### src/rtl/ring_router_mux.sv
// ring_router_mux: merges ring and local worms onto one registered ring output, whole worms only.
// Define RING_ROUTER_MUX_FAIR_ARB_EN for round-robin IDLE ties; default gives the ring fixed priority.
module ring_router_mux (
  input  logic        clk,
  input  logic        rst,
  input  logic [15:0] in_ring_data_i,
  input  logic        in_ring_first_i,
  input  logic        in_ring_last_i,
  input  logic        in_ring_valid_i,
  output logic        in_ring_ready_o,
  input  logic [15:0] in_local_data_i,
  input  logic        in_local_first_i,
  input  logic        in_local_last_i,
  input  logic        in_local_valid_i,
  output logic        in_local_ready_o,
  output logic [15:0] out_ring_data_o,
  output logic        out_ring_first_o,
  output logic        out_ring_last_o,
  output logic        out_ring_valid_o,
  input  logic        out_ring_ready_i
);
  logic        locked_q, locked_d, owner_q, owner_d;
  logic [15:0] data_q, data_d;
  logic        first_q, first_d, last_q, last_d, valid_q, valid_d;
  logic        accept, prio_ring, gnt_ring, gnt_local;
  logic        xfer_ring, xfer_local, xfer, sel_last;
`ifdef RING_ROUTER_MUX_FAIR_ARB_EN
  logic        last_local_q, last_local_d;
  assign prio_ring = last_local_q;
  always_comb last_local_d = (xfer & ~locked_q) ? xfer_local : last_local_q;
  always_ff @(posedge clk) last_local_q <= rst ? 1'b1 : last_local_d;
`else
  assign prio_ring = 1'b1;
`endif
  // owner_q: 1 = LOCAL holds the open worm
  always_comb begin
    accept           = ~valid_q | out_ring_ready_i;
    gnt_ring         = locked_q ? ~owner_q : in_ring_valid_i & (~in_local_valid_i | prio_ring);
    gnt_local        = locked_q ? owner_q : in_local_valid_i & ~gnt_ring;
    in_ring_ready_o  = ~rst & accept & gnt_ring;
    in_local_ready_o = ~rst & accept & gnt_local;
    xfer_ring        = in_ring_ready_o & in_ring_valid_i;
    xfer_local       = in_local_ready_o & in_local_valid_i;
    xfer             = xfer_ring | xfer_local;
    sel_last         = xfer_local ? in_local_last_i : in_ring_last_i;
    valid_d          = accept ? xfer : valid_q;
    data_d           = (accept & xfer) ? (xfer_local ? in_local_data_i : in_ring_data_i) : data_q;
    first_d          = (accept & xfer) ? (xfer_local ? in_local_first_i : in_ring_first_i) : first_q;
    last_d           = (accept & xfer) ? sel_last : last_q;
    locked_d         = xfer ? ~sel_last : locked_q;
    owner_d          = xfer ? xfer_local : owner_q;
  end
  always_ff @(posedge clk) begin
    if (rst) begin
      locked_q <= 1'b0;
      owner_q  <= 1'b0;
      data_q   <= '0;
      first_q  <= 1'b0;
      last_q   <= 1'b0;
      valid_q  <= 1'b0;
    end else begin
      locked_q <= locked_d;
      owner_q  <= owner_d;
      data_q   <= data_d;
      first_q  <= first_d;
      last_q   <= last_d;
      valid_q  <= valid_d;
    end
  end
  // outputs forced quiet during the reset cycle itself, discarding any held flit
  assign out_ring_valid_o = valid_q & ~rst;
  assign out_ring_data_o  = rst ? '0 : data_q;
  assign out_ring_first_o = first_q & ~rst;
  assign out_ring_last_o  = last_q & ~rst;
endmodule

### config.mk
export PLATFORM = sky130hd
export DESIGN_NAME = ring_router_mux
export DESIGN_NICKNAME = d
export VERILOG_FILES = /design/src/rtl/ring_router_mux.sv
export SDC_FILE = /design/constraint.sdc
export NUM_CORES = 1
export LEC_CHECK = 0
export ABC_AREA = 0
export BUFFER_PORTS_ARGS = -buffer_cell sky130_fd_sc_hd__clkbuf_2
export CAP_MARGIN = 20
export CORE_UTILIZATION = 39
export CTS_CLUSTER_DIAMETER = 200
export DETAILED_ROUTE_END_ITERATION = 16
export PLACE_DENSITY = 0.7
export SLEW_MARGIN = 20
export SYNTH_ARGS = -nofsm -noshare
export SYNTH_HDL_FRONTEND = slang
export SYNTH_SLANG_ARGS = --single-unit
### constraint.sdc
create_clock -name clk -period 5 [get_ports clk]
set_clock_uncertainty 0.1 [all_clocks]
set_input_delay 0.75 -clock clk [delete_from_list [all_inputs] [get_ports clk]]
set_output_delay 0.75 -clock clk [all_outputs]
set_load 0.02 [all_outputs]
* Word-level counts from Yosys, hierarchy flattened
Index checks and enable logic that the tools add are counted.
** Storage, ports and cells
- Output and inout bits :: 21
- Register bits after elaboration :: 21
- Word-level logic and storage cells :: 29
- Bits of input ports :: 41
** Operators by class
- Multiplexer cells :: 6
- Bitwise gates (word level) :: 17
** Operator list (number)
- 16-bit two-way mux :: 2
- 1-bit bitwise AND :: 10
- 1-bit inverter :: 5
- 1-bit two-way mux :: 4
- 1-bit OR :: 2

* Depth between registers and ports, before layout
- Depth in word-level cells :: 9
- Gate-level depth with buffers :: 6

* Worst setup path after synthesis
Ideal clock, no wire load.
- Path type :: in2out
- From :: input out_ring_ready_i
- To :: output in_ring_ready_o
- Data arrival time :: 1.898 ns
- Setup slack :: 2.252 ns
- Data required time :: 4.150 ns
- Cell stages on the path :: 5
- Cell sequence :: and2b_1 -> or2_2 -> buf_2 -> clkbuf_1 -> a21oi_1
** On the way
- Cells in the longest elaborated chain, start to end :: 3
** RTL lines
- from (decl) :: RTL line 20 : input logic out_ring_ready_i
- 1-bit OR :: RTL line 37 : accept = ~valid_q | out_ring_ready_i;
- 1-bit bitwise AND (2 in series) :: RTL line 40 : in_ring_ready_o = ~rst & accept & gnt_ring;
- to (decl) :: RTL line 10 : output logic in_ring_ready_o,
No other way between the ends.

* Worst setup path in the final report
- From :: input rst
- To :: output in_ring_ready_o
** On the way
- Cells in the longest elaborated chain, start to end :: 3
** RTL lines
- from (decl) :: RTL line 5 : input logic rst,
- 1-bit inverter :: RTL line 40
- 1-bit bitwise AND (2 in series) :: RTL line 40
No other way between the ends.

==> impl_metrics.json <==
{
  "status": "finished, final reports clean",
  "gp_congestion": 0.7180,
  "hold_path_class": "reg2reg",
  "core_area_sq_um": 2781,
  "slew_violations": 0,
  "clock_sinks": 21,
  "cap_violations": 0,
  "fp.dieW_microns": 56.57,
  "path_delay_family": "buffers and inverters",
  "grt_use_met3": 0.03687,
  "worstPathArrival_ps": 2200,
  "synth_top_area_share": 0.3621,
  "worst_slack_ps": 1949,
  "grt_first_pass_wirelength_mm": 4.940,
  "min_period_over_period": 0.6102,
  "finalSetupViolations": 0,
  "rsz0062_at_grt": "false",
  "ys_warn_count": 0,
  "critPathLaunchType": "primary input",
  "stdcell_area_sq_um": 1479,
  "via_per_inst": 5.481,
  "yosysTopAreaCell": "dfxtp_1",
  "crit_required_ps": 4150,
  "nNetsFinal": 242,
  "clk_latency_ps": 310,
  "syn_area_per_cell_sq_um": 7.793,
  "grt_use_met1": 0.2364,
  "via_count": 1266,
  "path_common_cell": "clkbuf_2",
  "layout.filler_cells": 270,
  "worst_pin_slew_ps": 1020,
  "slowest_stage": "or2_2",
  "cpPeakStageDelay_ps": 630,
  "path_buf_inv": 2,
  "synthCells": 149,
  "synth_area_sq_um": 1161,
  "cts_root_buffer": "clkbuf_4",
  "postCtsSetupBuffers": 0,
  "cts_inserted_buffers": 3,
  "syn_nets": 190,
  "cts_resized": 0,
  "fp.dieH_microns": 56.57,
  "totalWireLength_mm": 3.095,
  "first_pass_iters": 4,
  "drtAntennaViolNets": 0,
  "drc": 0,
  "cts.clk_slew.worst_paths_ps": 110,
  "met2_usage": 0.3412,
  "synth-seq-cells": 21,
  "htree_levels": 1,
  "cts_buffer_depth": 2,
  "gr-max-usage-layer": "met2",
  "grt_overflow": 0,
  "holdBufCountCts": 0,
  "vdd_ir_drop_max_mv": 0.1444,
  "tritoncts": "done",
  "grt_pass1_vias": 1144,
  "drt-initial-drc-count": 43,
  "cp-end-kind": "output port",
  "powerDensity_nw_per_um2": 267.7,
  "yosysSeqAreaShare": 0.3621,
  "initial_core_util": 0.4175,
  "multi_input_area_sq_um": 676.9,
  "wl_per_cell_microns": 13.40,
  "grt_util_all_layers": 0.1942,
  "crit_path_cell_trace": "clkbuf_2, or2_2, a21oi_1, clkbuf_2",
  "max_freq_mhz": 327.8,
  "grt_max_degree": 44,
  "power_leakage_nw": 0.6363,
  "num_antenna_cells": 0,
  "rows": 19,
  "drive_above_1_share": 0.3500,
  "period_needed_ps": 3051,
  "crit_fanout": 43,
  "dp_slack_ps": 1853,
  "area_delta_synth_final_pct": 27.37,
  "max-slew-margin-rel": 0.3198,
  "die_area_sq_um": 3200,
  "critical_path_class": "in2out",
  "tns_ps": 0,
  "io-pin-count": 62,
  "dp_hpwl_mm": 2.113,
  "hold_violations": 0,
  "io_buffers": 61,
  "seqCellArea_sq_um": 420.4,
  "dpl-instance-area_sq_um": 1450,
  "totalPowerFinal_uw": 395.9,
  "ys_types": 27,
  "netlist_top_cells_area": "dfxtp_1, a311oi_1, nor2b_1",
  "antenna_found_initial": 0
}
==> placed cells by master (no fill, tap or decap), drive strengths merged <==
cell,count
nand2b,2
buf,1
clkbuf,65
o21ai,17
a311oi,17
inv,1
a2111oi,1
dfxtp,21
o31a,1
and3,2
nor2,23
nor3,1
mux2i,1
a211oi,1
a22oi,1
or3b,1
o31ai,1
nor2b,19
a21boi,1
and2b,1
a21oi,2
or2,2
nand3,18
==> registers in the layout (all words and copies together) (netlist names) <==
name	flops
first_q	1
owner_q	1
data_q	16
last_q	1
locked_q	1
valid_q	1
==> synthesized netlist by cell type (all sizes together) <==
library cell	n
nand3	18
a21oi	2
a311oi	17
or2	2
o31ai	1
inv	1
a21boi	1
clkbuf	5
or3b	1
nor3	1
buf	10
a211oi	1
a22oi	1
dfxtp	21
nor2b	19
mux2i	1
and2b	1
a2111oi	1
nor2	23
and3	2
nand2b	2
o31a	1
o21ai	17
==> logic make-up (layout without fill, tap and decap cells) <==
logic type / after synthesis / count (layout) / synth area share
DFF: 21 / 21 / 0.3621
and+or+nand+nor: 69 / 69 / 0.3050
AOI/OAI and AO/OA: 42 / 42 / 0.2565
buffers and inverters: 16 / 67 / 0.06789
muxes: 1 / 1 / 0.008621
==> tightest hold or removal path, cell delays in order (launching register included) <==
cell and delay, ps:
dfxtp_1 320, nor2_1 100, a311oi_1 50
==> per-layer routing <==
metal  part of all wire  vias to the layer above
li1                   -                      639
met1               0.44                      581
met2               0.49                       41
met3              0.058                        5
met4              0.012                        0
met5                  0                        -
==> cell type report <==
| cell class | count | area share |
|---|---|---|
| Tap cell | 31 | 0.02623 |
| Timing Repair Buffer | 62 | 0.2115 |
| Inverter | 1 | 0.002538 |
| Multi-Input combinational cell | 112 | 0.4577 |
| Sequential cell | 21 | 0.2843 |
| Clock buffer | 4 | 0.01777 |
==> report_power, final <==
part	leakage, nW	internal, mW	switching (mW)
Clock	0.0150	0.0312	0.0517
Sequential	0.174	0.185	0.00965
Combinational	0.447	0.0479	0.0708
==> through the flow <==
step | cells | hold slack [ps] | util
floorplan | 149 | 371.8 | -
global placement | 227 | 380.7 | 0.5214
detailed placement | 227 | 388.6 | 0.5214
CTS | 231 | 405.9 | 0.5308
global route | 231 | 417.6 | 0.5317
finish | 231 | 404.3 | 0.5317
==> final timing paths <==
kind	depth (start not counted)	from	end	slack, ps
hold / removal	2	first_q$_SDFFE_PP0P_	first_q$_SDFFE_PP0P_	400
hold reg to reg	2	first_q$_SDFFE_PP0P_	first_q$_SDFFE_PP0P_	400
setup / recovery	4	rst	in_ring_ready_o	1950
setup reg to reg	5	owner_q$_SDFFE_PP0P_	last_q$_SDFFE_PP0P_	2590
Power figures use the tool's default switching activity.
